$ cat config.mk
export PLATFORM = sky130hd
export DESIGN_NAME = halflife_meter
export DESIGN_NICKNAME = d
export VERILOG_FILES = /design/src/rtl/halflife_pkg.sv /design/src/rtl/halflife_sat_counter.sv /design/src/rtl/halflife_meter.sv
export SDC_FILE = /design/constraint.sdc
export NUM_CORES = 1
export LEC_CHECK = 0
export ABC_AREA = 1
export CELL_PAD_IN_SITES_DETAIL_PLACEMENT = 1
export CELL_PAD_IN_SITES_GLOBAL_PLACEMENT = 2
export CORE_UTILIZATION = 34
export DETAILED_ROUTE_END_ITERATION = 8
export HOLD_SLACK_MARGIN = 0.12
export PLACE_DENSITY = 0.84
export SLEW_MARGIN = 5
export SYNTH_ARGS = -nofsm -noshare
export SYNTH_HDL_FRONTEND = slang
export SYNTH_SLANG_ARGS = --single-unit
$ cat constraint.sdc
create_clock -name clk -period 6.1 [get_ports clk]
set_clock_uncertainty 0.2 [all_clocks]
set_input_delay 1.22 -clock clk [delete_from_list [all_inputs] [get_ports clk]]
set_output_delay 1.22 -clock clk [all_outputs]
set_load 0.005 [all_outputs]
$ cat src/rtl/halflife_pkg.sv
// Shared constants for the half-life meter: state encoding, default widths
// and the default saturation limit of the period counter.
package halflife_pkg;

  localparam int VAL_W_DEF = 4;
  localparam int CNT_W_DEF = 16;

  typedef logic [1:0] state_t;

  localparam state_t ST_IDLE    = 2'd0;
  localparam state_t ST_MEASURE = 2'd1;
  localparam state_t ST_REPORT  = 2'd2;

  // Saturation value of a counter of the default width
  localparam logic [CNT_W_DEF-1:0] CNT_MAX = {CNT_W_DEF{1'b1}};

endpackage

$ cat src/rtl/halflife_sat_counter.sv
// Saturating cycle counter. count_inc is the value the counter takes on the
// next enabled edge; at_max flags that this next value is the saturation
// limit, so the caller can react in the same cycle the limit is reached.
module halflife_sat_counter import halflife_pkg::*; #(
  parameter int CNT_W = CNT_W_DEF
) (
  input  logic             clk,
  input  logic             rst,
  input  logic             clear,
  input  logic             enable,
  output logic [CNT_W-1:0] count,
  output logic [CNT_W-1:0] count_inc,
  output logic             at_max
);

  localparam logic [CNT_W-1:0] LIMIT = {CNT_W{1'b1}};
  localparam logic [CNT_W-1:0] ONE   = {{(CNT_W-1){1'b0}}, 1'b1};
  localparam logic [CNT_W-1:0] ZERO  = {CNT_W{1'b0}};

  logic [CNT_W-1:0] count_r;

  // Next value of the counter, held at the limit once reached
  always_comb begin
    count_inc = count_r;
    if (count_r == LIMIT) begin
      count_inc = LIMIT;
    end else begin
      count_inc = count_r + ONE;
    end
    at_max = (count_inc == LIMIT);
  end

  // Counter register: clear has priority over enable
  always_ff @(posedge clk or posedge rst) begin
    if (rst) begin
      count_r <= ZERO;
    end else if (clear) begin
      count_r <= ZERO;
    end else if (enable) begin
      count_r <= count_inc;
    end else begin
      count_r <= count_r;
    end
  end

  assign count = count_r;

endmodule

$ cat src/rtl/halflife_meter.sv
// Half-life meter: captures a reference from the timer's count on start and
// measures how many cycles pass until the count falls to half the reference.
// All outputs come straight from registers.
module halflife_meter import halflife_pkg::*; #(
  parameter int VAL_W = VAL_W_DEF,
  parameter int CNT_W = CNT_W_DEF
) (
  input  logic             clk,
  input  logic             rst,
  input  logic             start,
  input  logic             abort,
  input  logic [VAL_W-1:0] value,
  output logic             busy,
  output logic             done,
  output logic             timeout,
  output logic             invalid,
  output logic [VAL_W-1:0] ref_val,
  output logic [CNT_W-1:0] period
);

  localparam logic [VAL_W-1:0] VAL_ZERO = {VAL_W{1'b0}};
  localparam logic [CNT_W-1:0] CNT_ZERO = {CNT_W{1'b0}};
  localparam logic [CNT_W-1:0] CNT_ONES = {CNT_W{1'b1}};

  state_t           state_r;
  state_t           state_nxt_s;
  logic [VAL_W-1:0] thresh_r;
  logic [VAL_W-1:0] ref_val_r;
  logic [CNT_W-1:0] period_r;
  logic             busy_r;
  logic             done_r;
  logic             timeout_r;
  logic             invalid_r;

  logic             busy_nxt_s;
  logic             done_nxt_s;
  logic             timeout_nxt_s;
  logic             invalid_nxt_s;

  logic             accept_s;
  logic             count_en_s;
  logic             hit_s;
  logic [CNT_W-1:0] count_s;
  logic [CNT_W-1:0] count_inc_s;
  logic             at_max_s;

  // Qualifiers shared by the FSM and the datapath
  always_comb begin
    accept_s   = (state_r == ST_IDLE) && start;
    count_en_s = (state_r == ST_MEASURE) && !abort;
    hit_s      = (value <= thresh_r);
  end

  halflife_sat_counter #(
    .CNT_W (CNT_W)
  ) u_counter (
    .clk       (clk),
    .rst       (rst),
    .clear     (accept_s),
    .enable    (count_en_s),
    .count     (count_s),
    .count_inc (count_inc_s),
    .at_max    (at_max_s)
  );

  // FSM state register
  always_ff @(posedge clk or posedge rst) begin
    if (rst) begin
      state_r <= ST_IDLE;
    end else begin
      state_r <= state_nxt_s;
    end
  end

  // FSM next state: abort beats the threshold, the threshold beats saturation
  always_comb begin
    state_nxt_s = state_r;
    case (state_r)
      ST_IDLE: begin
        if (start && (value != VAL_ZERO)) begin
          state_nxt_s = ST_MEASURE;
        end else begin
          state_nxt_s = ST_IDLE;
        end
      end
      ST_MEASURE: begin
        if (abort) begin
          state_nxt_s = ST_IDLE;
        end else if (hit_s || at_max_s) begin
          state_nxt_s = ST_REPORT;
        end else begin
          state_nxt_s = ST_MEASURE;
        end
      end
      ST_REPORT: begin
        state_nxt_s = ST_IDLE;
      end
      default: begin
        state_nxt_s = ST_IDLE;
      end
    endcase
  end

  // FSM outputs, computed one cycle ahead so they can be registered
  always_comb begin
    done_nxt_s    = 1'b0;
    timeout_nxt_s = 1'b0;
    invalid_nxt_s = 1'b0;
    case (state_r)
      ST_IDLE: begin
        if (start && (value == VAL_ZERO)) begin
          invalid_nxt_s = 1'b1;
        end else begin
          invalid_nxt_s = 1'b0;
        end
      end
      ST_MEASURE: begin
        if (abort) begin
          done_nxt_s    = 1'b0;
          timeout_nxt_s = 1'b0;
        end else if (hit_s) begin
          done_nxt_s    = 1'b1;
        end else if (at_max_s) begin
          timeout_nxt_s = 1'b1;
        end else begin
          done_nxt_s    = 1'b0;
          timeout_nxt_s = 1'b0;
        end
      end
      default: begin
        done_nxt_s    = 1'b0;
        timeout_nxt_s = 1'b0;
        invalid_nxt_s = 1'b0;
      end
    endcase
    busy_nxt_s = (state_nxt_s == ST_MEASURE);
  end

  // Status/pulse output registers
  always_ff @(posedge clk or posedge rst) begin
    if (rst) begin
      busy_r    <= 1'b0;
      done_r    <= 1'b0;
      timeout_r <= 1'b0;
      invalid_r <= 1'b0;
    end else begin
      busy_r    <= busy_nxt_s;
      done_r    <= done_nxt_s;
      timeout_r <= timeout_nxt_s;
      invalid_r <= invalid_nxt_s;
    end
  end

  // Reference, threshold and measured period; all held until the next accepted start
  always_ff @(posedge clk or posedge rst) begin
    if (rst) begin
      ref_val_r <= VAL_ZERO;
      thresh_r  <= VAL_ZERO;
      period_r  <= CNT_ZERO;
    end else if (accept_s) begin
      ref_val_r <= value;
      thresh_r  <= value >> 1;
      period_r  <= CNT_ZERO;
    end else if (done_nxt_s) begin
      period_r  <= count_inc_s;
    end else if (timeout_nxt_s) begin
      period_r  <= CNT_ONES;
    end else begin
      period_r  <= period_r;
    end
  end

  assign busy    = busy_r;
  assign done    = done_r;
  assign timeout = timeout_r;
  assign invalid = invalid_r;
  assign ref_val = ref_val_r;
  assign period  = period_r;

endmodule

==> results of run 1 <==
metal layers:
layer,global-route usage,part of all wire
met5,0,0
met3,0.0385,0.030
met4,0.0455,0.0074
met1,0.277,0.50
met2,0.326,0.46
cell type report:
class	instances	area, sq um
fill	839	3890
multi-input combinational	218	1090
sequential	42	1050
timing repair buffer	33	325
inverter	55	206
tap	96	120
clock buffer	6	72.6
clock inverter	2	37.5
registers in the layout, indices dropped and copies added (netlist names):
name             count
done                 1
timeout              1
period              16
invalid              1
state_r              2
u_counter.count     16
ref_val              4
busy                 1
report_power, final:
part	total [mW]	internal, mW	switching, mW
registers	0.368	0.332	0.0363
clock network	0.227	0.122	0.104
logic	0.260	0.125	0.136
total	0.855	0.579	0.276
cells by family after synthesis:
kind of cell	after synthesis
compound gates	36
buf+inv	65
flops	42
fa+ha+maj	4
xor+xnor	3
simple gates	175
cells in the mapped netlist:
library cell and n:
a21oi_1 4, buf_4 1, buf_6 1, clkbuf_1 8, clkinv_1 1, dfrtp_1 42
ha_1 4, inv_1 53, inv_2 1, nand2_1 89, nand2_2 4, nand2_4 2
nand3_1 24, nand3_2 1, nand3_4 1, nand4_1 16, nor2_1 27, nor2_2 4
nor2_4 5, nor3_1 1, nor4_1 1, o21ai_0 19, o21ai_1 1, o22ai_1 12
xnor2_1 1, xor2_1 2
worst max-delay path, stage by stage:
cell and delay (ps):
clkdlybuf4s50_1 450, ha_1 330, a21oi_1 170, o21ai_0 100, o21ai_0 130, nand2_1 530, inv_1 480, nand2_1 110
nand2_1 100, nand2_1 60
worst paths after layout:
check	endpoint	slack (ps)
max	period[11]	2420
min	ref_val[0]	290
max reg2reg	period[11]	3400
min reg2reg	ref_val[0]	290
max in group asynchronous	ref_val[3]	4150
min in group asynchronous	period[5]	1160
metrics by stage:
stage                     area (sq um)  std cells
final                             2910        452
after global routing              2910        452
after CTS                         2910        452
after detailed placement          2800        444
after global placement            2800        444
after floorplan                   2400        325
==> impl_results.md, run 1 <==
- Row Count: 30
- CP startpoint: value[1]
- CP required: 6090 ps
- Worst-margin pin slew: 802 ps
- MaxCap Viol Count: 0
- WL/cell: 15.2 um
- Root buf cell: clkbuf_8
- N_diodes: 0
- Clock transition at path regs: 80 ps
- Crit-path max FO: 23
- Fin crit period: 3680 ps
- Chip width: 86.0 um
- Sequential share of the synthesized area: 0.438
- Total GRT Usage: 0.201
- CTS Hold Bufs: 0
- CTS tree: done
- Fin crit share: 0.604
- Maximum clock insertion buffer count: 2
- Post-detail-place hpwl: 5.17 mm
- Synth area leader: dfrtp_1
- Final setup vio count: 0
- Vias post-DR: 2,193
- Layout cells sized above 1: 0.0758
- Post-CTS Setup Repair Bufs: 0
- Synth Area in Simple Gates: 0.343
- Synthesis warning total: 0
- Clock sink count: 42
- Seq cells post-synth: 42
- Initial cell density of the core: 0.353
- Cell area after synthesis: 2400 sq um
- Total power: 0.855 mW
- CTS H-tree lvls: 2
- Die height: 86.0 um
- Worst hold path startpoint: ref_val[0]
- Hold crit path type: flip-flop to flip-flop
- Adder-cell share of the synthesized area: 0.0208
- Vias in the first global route: 2,226
- First-pass DRT Iterations: 4
- Layout Nets: 367
- First-pass GRT wire length: 11.4 mm
- Cells on Worst Hold Path: 2
- Largest net degree at the start of global routing: 43
- Fin. Hold Viols: 0
- Commonest cells after routing, fill and taps aside: nand2_1 (89), inv_1 (52), dfrtp_1 (42), clkdlybuf4s50_1 (31), nor2_1 (27)
- CP Launch Type: input pin
- Total Routed Length: 6.87 mm
- Status: completed
- Dpl ws: 2100 ps
- Synth Area in XOR/XNOR: 0.0109
- Crit path capture type: flip-flop
- Routability congestion estimate: 0.783
- CP arrival: 3670 ps
- Largest family of logic cells by synthesized area: simple AND/OR/NAND/NOR gates
- Yosys top cell area share: 0.438
- Core area: 6790 sq um
- Post-synthesis compound-gate area fraction: 0.0813
- DRC violations left: 0
- P per Cell Area: 294 nW/um^2
- Cts bufs inserted: 5
- RSZ-0062 raised after global routing: no
- Initial antenna violation count: 0
- Worst R2R Path Depth: 10
- Post-cts sizing count: 0
- Mapped Nets: 337
- Critical path type: input pin to flip-flop
- Synth area leaders: dfrtp_1 (44%), nand2_1 (14%), inv_1 (8.3%)
- Mux cell area share after synthesis: 0
- Clk Latency, worst-skew pair: 300 ps
- Remaining antenna violation count: 0
- Initial drt markers: 141
- Max Fclk: 271 MHz
- Worst r2r src: ref_val[2]
- Gr ovfl total: 0
- Gate Count Post-Synth: 325
- Most common cell after layout, fill and taps aside: nand2_1
- Synthesized area per cell: 7.39 sq um
- Ports: 32
- Leakage: 1.37 nW
- VDD IR max: 0.167 mV
- Die area: 7400 sq um
- Port Buffer Count: 31
- Hold Slack: 294 ps
- Setup_tns: 0 ps
- Via-per-instance ratio: 4.85
- Synth-to-layout area growth: 21.1%
- Synth cell types: 26
- Fin. max-slew vios: 0
- Setup WS post-layout: 2420 ps
- Slew HR: 0.464
- Post-layout util: 0.428
(Power assumes the default switching activity.)
==> run 2: changes to the inputs <==
--- a/config.mk
+++ b/config.mk
@@ -8,10 +8,10 @@
 export ABC_AREA = 1
 export CELL_PAD_IN_SITES_DETAIL_PLACEMENT = 1
 export CELL_PAD_IN_SITES_GLOBAL_PLACEMENT = 2
-export CORE_UTILIZATION = 34
+export CORE_UTILIZATION = 31
 export DETAILED_ROUTE_END_ITERATION = 8
 export HOLD_SLACK_MARGIN = 0.12
-export PLACE_DENSITY = 0.84
+export PLACE_DENSITY = 0.78
 export SLEW_MARGIN = 5
 export SYNTH_ARGS = -nofsm -noshare
 export SYNTH_HDL_FRONTEND = slang
==> constraint.sdc (replaced) <==
create_clock -name clk -period 3.5 [get_ports clk]
set_clock_uncertainty 0.2 [all_clocks]
set_input_delay 0.7 -clock clk [delete_from_list [all_inputs] [get_ports clk]]
set_output_delay 0.7 -clock clk [all_outputs]
set_load 0.005 [all_outputs]
==> run 2 against run 1 <==
Against the previous run:
- worst hold slack better by 4.0 ps
- die area is 9.4% higher
- via count increased by 1.4%
- sequential share of layout area decreased by 0.12 points
- critical endpoint is now period[12]
- largest cell class unchanged
==> impl_results.md, run 2 (synthesis results as in run 1) <==
- Total Routed Length: 6.94 mm (+1.0%)
- Critical path type: flip-flop to flip-flop
- CP arrival: 2630 ps (-1040 ps)
- WL/cell: 15.1 um (-0.30%)
- First-pass DRT Iterations: 4 (unchanged)
- Chip width: 90.0 um (+4.6%)
- Most common cell after layout, fill and taps aside: nand2_1
- Row Count: 31 (+3.3%)
- RSZ-0062 raised after global routing: no
- Clock transition at path regs: 100 ps (+20 ps)
- Post-detail-place hpwl: 5.31 mm (+2.8%)
- Clock sink count: 42 (unchanged)
- Synth-to-layout area growth: 21.5%
- Root buf cell: clkbuf_8
- Fin crit share: 0.739
- Post-cts sizing count: 0 (unchanged)
- Crit path max-delay family: simple AND/OR/NAND/NOR gates
- Worst hold path startpoint: ref_val[0]
- Worst-margin pin slew: 581 ps (-220 ps)
- Critical path, cell by cell: ha_1 > nand2_2 > nor2_4 > nand2_4 > nor2_4 > nor2_1 > nor2_1 > nand2_1 > nor2_4 > nand3_4 > nand2_4 > nand2_1 > nand2_1
- MaxCap Viol Count: 0 (unchanged)
- Fin. Hold Viols: 0 (unchanged)
- Status: completed
- Ports: 32 (unchanged)
- Worst r2r src: u_counter.count[1]
- Slew HR: 0.613 (+0.148)
- Initial drt markers: 64 (-55%)
- Leakage: 1.38 nW (+0.50%)
- Largest net degree at the start of global routing: 43 (unchanged)
- Die area: 8100 sq um (+9.4%)
- Gr ovfl total: 0 (unchanged)
- P per Cell Area: 497 nW/um^2 (+69%)
- Crit path capture type: flip-flop
- Layout cells sized above 1: 0.0864 (+0.0105)
- Core area: 7370 sq um (+8.5%)
- Flop2flop setup slack: 910 ps (-2490 ps)
- Setup_tns: 0 ps (unchanged)
- Max stage delay cell, worst path: dfrtp_1
- Crit-path max FO: 17 (-26%)
- Worst R2R Path Depth: 13 (+3)
- N_diodes: 0 (unchanged)
- Post-CTS Setup Repair Bufs: 0 (unchanged)
- CTS H-tree lvls: 2 (unchanged)
- Vias post-DR: 2,224 (+1.4%)
- Fin. max-slew vios: 0 (unchanged)
- Clk Latency, worst-skew pair: 310 ps (about the same)
- Maximum clock insertion buffer count: 2 (unchanged)
- Final setup vio count: 0 (unchanged)
- Initial antenna violation count: 0 (unchanged)
- CTS Hold Bufs: 0 (unchanged)
- Reg2reg end: period[12]
- Hold crit path type: flip-flop to flip-flop
- Total GRT Usage: 0.188 (-0.0134)
- Commonest cells after routing, fill and taps aside: nand2_1 (89), inv_1 (52), dfrtp_1 (42), clkdlybuf4s50_1 (31), nor2_1 (27)
- VDD IR max: 0.197 mV (+18%)
- Die height: 90.0 um (+4.6%)
- CP Launch Type: flip-flop
- Hold path endpoint: ref_val[0]
- Initial cell density of the core: 0.326 (-0.0276)
- Post-layout util: 0.396 (-0.0321)
- First-pass GRT wire length: 11.9 mm (+4.7%)
- CTS tree: done
- Fin crit period: 2590 ps
- CP bufs+invs: 0 (-2)
- Cts bufs inserted: 5 (unchanged)
- Vias in the first global route: 2,316 (+4.0%)
- Remaining antenna violation count: 0 (unchanged)
- Port Buffer Count: 31 (unchanged)
- DRC violations left: 0 (unchanged)
- Layout Nets: 370 (+0.82%)
- Critical Path Max Stage Delay: 410 ps (-120 ps)
- CP required: 3550 ps (-2540 ps)
- Routability congestion estimate: 0.796 (+1.6%)
- Via-per-instance ratio: 4.86 (about the same)
- Max Fclk: 386 MHz
- Cells on Worst Hold Path: 2 (unchanged)
## run 2: cell count changes in the layout (fill, tap and decap cells not counted)
cell | before | now
clkinv_4 | 0 | 1
bufinv_16 | 1 | 0
inv_6 | 0 | 1
buf_4 | 2 | 5
clkbuf_1 | 1 | 0
## run 2: how the worst max path moves through the flow
| stage | from | end | slack (ps) | depth (start not counted) |
|---|---|---|---|---|
| floorplan | value[1] | period[11] | 1190 | 10 |
| detailed placement | value[1] | period[10] | 560 | 10 |
| global route | value[1] | period[3] | 630 | 10 |
| finish | u_counter.count[1] | period[12] | 910 | 13 |
| CTS | u_counter.count[1] | period[12] | 890 | 13 |
| global placement | value[1] | period[3] | 620 | 10 |
## run 2: layer usage
metal / GRT usage / routed length (um)
met2: 0.307 / 3320
met1: 0.253 / 3380
met5: 0 / 0
met4: 0.0565 / 84
met3: 0.0313 / 152
## run 2: layout make-up
type | count | area [sq um]
multi-input cells | 218 | 1090
inverters | 55 | 206
clock inverters | 3 | 25.0
clock buffers | 5 | 68.8
fillers | 940 | 4450
well taps | 99 | 124
repair buffers | 36 | 348
flip-flops and latches | 42 | 1050
## run 2: per-stage QoR
step	cell area, sq um	cells	hold slack [ps]	total power [mW]	worst slack (ps)
after floorplan	2400	325	276	0.864	1190
after global placement	2820	450	281	1.11	622
after detailed placement	2820	450	283	1.12	560
after CTS	2920	458	306	1.47	893
after global routing	2920	458	323	1.55	633
final	2920	458	298	1.45	912
## run 2: worst register-to-register path, cell delays in order (launching register included)
cell and delay (ps):
dfrtp_1 410, ha_1 280, nand2_2 90, nor2_4 150, nand2_4 100, nor2_4 220, nor2_1 140, nor2_1 120
nand2_1 100, nor2_4 150, nand3_4 220, nand2_4 200, nand2_1 70, nand2_1 80
## run 2: report_power, final
group | internal (mW) | leakage (nW) | switching, mW
Combinational | 0.226 | 0.770 | 0.236
Clock | 0.144 | 0.0447 | 0.200
Sequential | 0.578 | 0.567 | 0.0639
==> run 3: changes to the inputs <==
==> constraint.sdc (replaced) <==
create_clock -name clk -period 2.7 [get_ports clk]
set_clock_uncertainty 0.2 [all_clocks]
set_input_delay 0.54 -clock clk [delete_from_list [all_inputs] [get_ports clk]]
set_output_delay 0.54 -clock clk [all_outputs]
set_load 0.005 [all_outputs]
==> run 3 against run 2 <==
Against the previous run:
- clock power rose by 23%
- wire length fell by 1.2%
- largest cell class unchanged
- largest power group unchanged
- critical path type unchanged
- die area did not move
- critical endpoint is now period[8]
==> impl_results.md, run 3 (synthesis results as in run 1) <==
- Status: completed
- Worst R2R Path Depth: 15 (+2)
- CP most frequent cell: nand2_1
- Initial antenna violation count: 0 (unchanged)
- Synth-to-layout area growth: 24.4%
- Fin. max-slew vios: 0 (unchanged)
- Die height: 90.0 um (unchanged)
- Commonest cells after routing, fill and taps aside: nand2_1 (89), inv_1 (52), dfrtp_1 (42), clkdlybuf4s50_1 (31), nor2_1 (27)
- Post-cts sizing count: 0 (unchanged)
- First-pass GRT wire length: 11.6 mm (-2.4%)
- Clock sink count: 42 (unchanged)
- Placed Cells: 455 (+1.1%)
- Clk Latency, worst-skew pair: 300 ps (about the same)
- Sw frac: 0.338 (-0.00778)
- Worst-margin pin slew: 570 ps (-11.3 ps)
- Crit-path max FO: 9 (-8)
- Layout Nets: 378 (+2.2%)
- Core area: 7370 sq um (unchanged)
- Critical Path Max Stage Delay: 390 ps (-20 ps)
- Flop pwr share: 0.448 (+0.005)
- Total power: 1.85 mW (+28%)
- Row Count: 31 (unchanged)
- CTS Hold Bufs: 0 (unchanged)
- Initial cell density of the core: 0.326 (unchanged)
- Total Routed Length: 6.86 mm (-1.2%)
- DRC violations left: 0 (unchanged)
- Port Buffer Count: 31 (unchanged)
- CTS tree: done
- Routability congestion estimate: 0.770 (-3.3%)
- WL/cell: 14.7 um (-2.9%)
- Post-CTS Setup Repair Bufs: 0 (unchanged)
- Dpl ws: 30.6 ps (-530 ps)
- CTS H-tree lvls: 2 (unchanged)
- Ports: 32 (unchanged)
- Critical path, cell by cell: ha_1 > nand2_2 > nor2_4 > nand2_4 > inv_2 > nand2_2 > nand2_1 > nand2_1 > nor2_1 > nand2_1 > nor2_4 > nand3_4 > buf_12 > nand4_1 > nand2_1
- Slew HR: 0.620 (+0.00751)
- Post-route cell area: 2990 sq um (+2.4%)
- Fin crit period: 2530 ps (-58.9 ps)
- N_diodes: 0 (unchanged)
- Remaining antenna violation count: 0 (unchanged)
- Final setup vio count: 0 (unchanged)
- Layout cells sized above 1: 0.106 (+0.0199)
- MaxCap Viol Count: 0 (unchanged)
- Clock Power Share: 0.229 (-0.009)
- Fillers: 933 (-0.74%)
- Cell-internal power: 1.23 mW (+29%)
- Max Fclk: 395 MHz (+2.3%)
- Fin crit share: 0.937 (+0.197)
- Most common cell after layout, fill and taps aside: nand2_1
- P per Cell Area: 619 nW/um^2 (+25%)
- Setup WS post-layout: 171 ps (-741 ps)
- Max stage delay cell, worst path: dfrtp_1
- Fin. Hold Viols: 0 (unchanged)
- Crit path capture type: flip-flop
- First-pass DRT Iterations: 4 (unchanged)
- Non-filler cells, final: 466 (+1.7%)
- Total GRT Usage: 0.184 (-0.00397)
- Cells on Worst Hold Path: 2 (unchanged)
- Combinational power share: 0.322 (+0.003)
- RSZ-0062 raised after global routing: no
- Root buf cell: clkbuf_8
- Vias post-DR: 2,216 (-0.36%)
- Placed inst area: 2860 sq um (+1.3%)
- Largest net degree at the start of global routing: 43 (unchanged)
- Switching power: 0.624 mW (+25%)
- Post-detail-place hpwl: 5.12 mm (-3.7%)
- Leakage: 1.42 nW (+2.9%)
- CP arrival: 2520 ps (-110 ps)
- CP Launch Type: flip-flop
- Chip width: 90.0 um (unchanged)
- Critical path type: flip-flop to flip-flop
- Die area: 8100 sq um (unchanged)
- Via-per-instance ratio: 4.76 (-2.1%)
- Clock transition at path regs: 90 ps (about the same)
- Gr ovfl total: 0 (unchanged)
- Initial drt markers: 77 (+20%)
- Maximum clock insertion buffer count: 2 (unchanged)
- Setup_tns: 0 ps (unchanged)
- VDD IR max: 0.289 mV (+46%)
- Cts bufs inserted: 5 (unchanged)
- Hold crit path type: flip-flop to flip-flop
- CP required: 2690 ps (-860 ps)
- Vias in the first global route: 2,309 (-0.30%)
## run 3: changes by cell type in the layout (fill, tap and decap cells not counted), sizes merged
cell / before / now
buf: 5 / 13
clkinv: 3 / 4
inv: 54 / 53
## run 3: power groups by stage
stage | combinational (mW) | clock, mW | sequential [mW]
after global routing | 0.672 | 0.461 | 0.848
after detailed placement | 0.605 | 0 | 0.841
after floorplan | 0.286 | 0 | 0.834
final | 0.596 | 0.424 | 0.830
after global placement | 0.605 | 0 | 0.840
after CTS | 0.609 | 0.441 | 0.830
## run 3: stage by stage
step	hold slack [ps]	util
final	309	0.405
after global routing	322	0.405
after CTS	307	0.401
after detailed placement	286	0.388
after global placement	278	0.388
after floorplan	276	-
## run 3: final cells by class
cell class	instances	area, sq um	area share
Clock buffer	5	68.8	0.0230
Clock inverter	3	21.3	0.00712
Inverter	55	206	0.0691
Multi-Input combinational cell	218	1090	0.367
Sequential cell	42	1050	0.352
Tap cell	99	124	0.0415
Timing Repair Buffer	44	420	0.141
## run 3: path summary, 6_finish.rpt
kind                                           end          startpoint  slack [ps]
worst min register to register          ref_val[0]          ref_val[0]         310
worst max-delay path                     period[8]  u_counter.count[1]         170
worst min-delay path                    ref_val[0]          ref_val[0]         310
worst max register to register           period[8]  u_counter.count[1]         170
max in group asynchronous       u_counter.count[2]                 rst        1420
min in group asynchronous       u_counter.count[3]                 rst         480
## run 3: metal layers
layer  up-vias  global-route usage  wire, um  part of all wire
met5         -                   0         0                 0
li1       1118                   -         -                 -
met2        25               0.310      3200              0.47
met3         7              0.0288       170             0.025
met4         0              0.0524        80             0.012
met1      1066               0.242      3400              0.50
## run 3: critical path, delay by kind of cell (launching register included)
family / cells / cell delay [ps]
AND/OR/NAND/NOR: 12 / 1310
buffers and inverters: 2 / 250
adder cells (fa/ha/maj): 1 / 260
flip-flops: 1 / 390
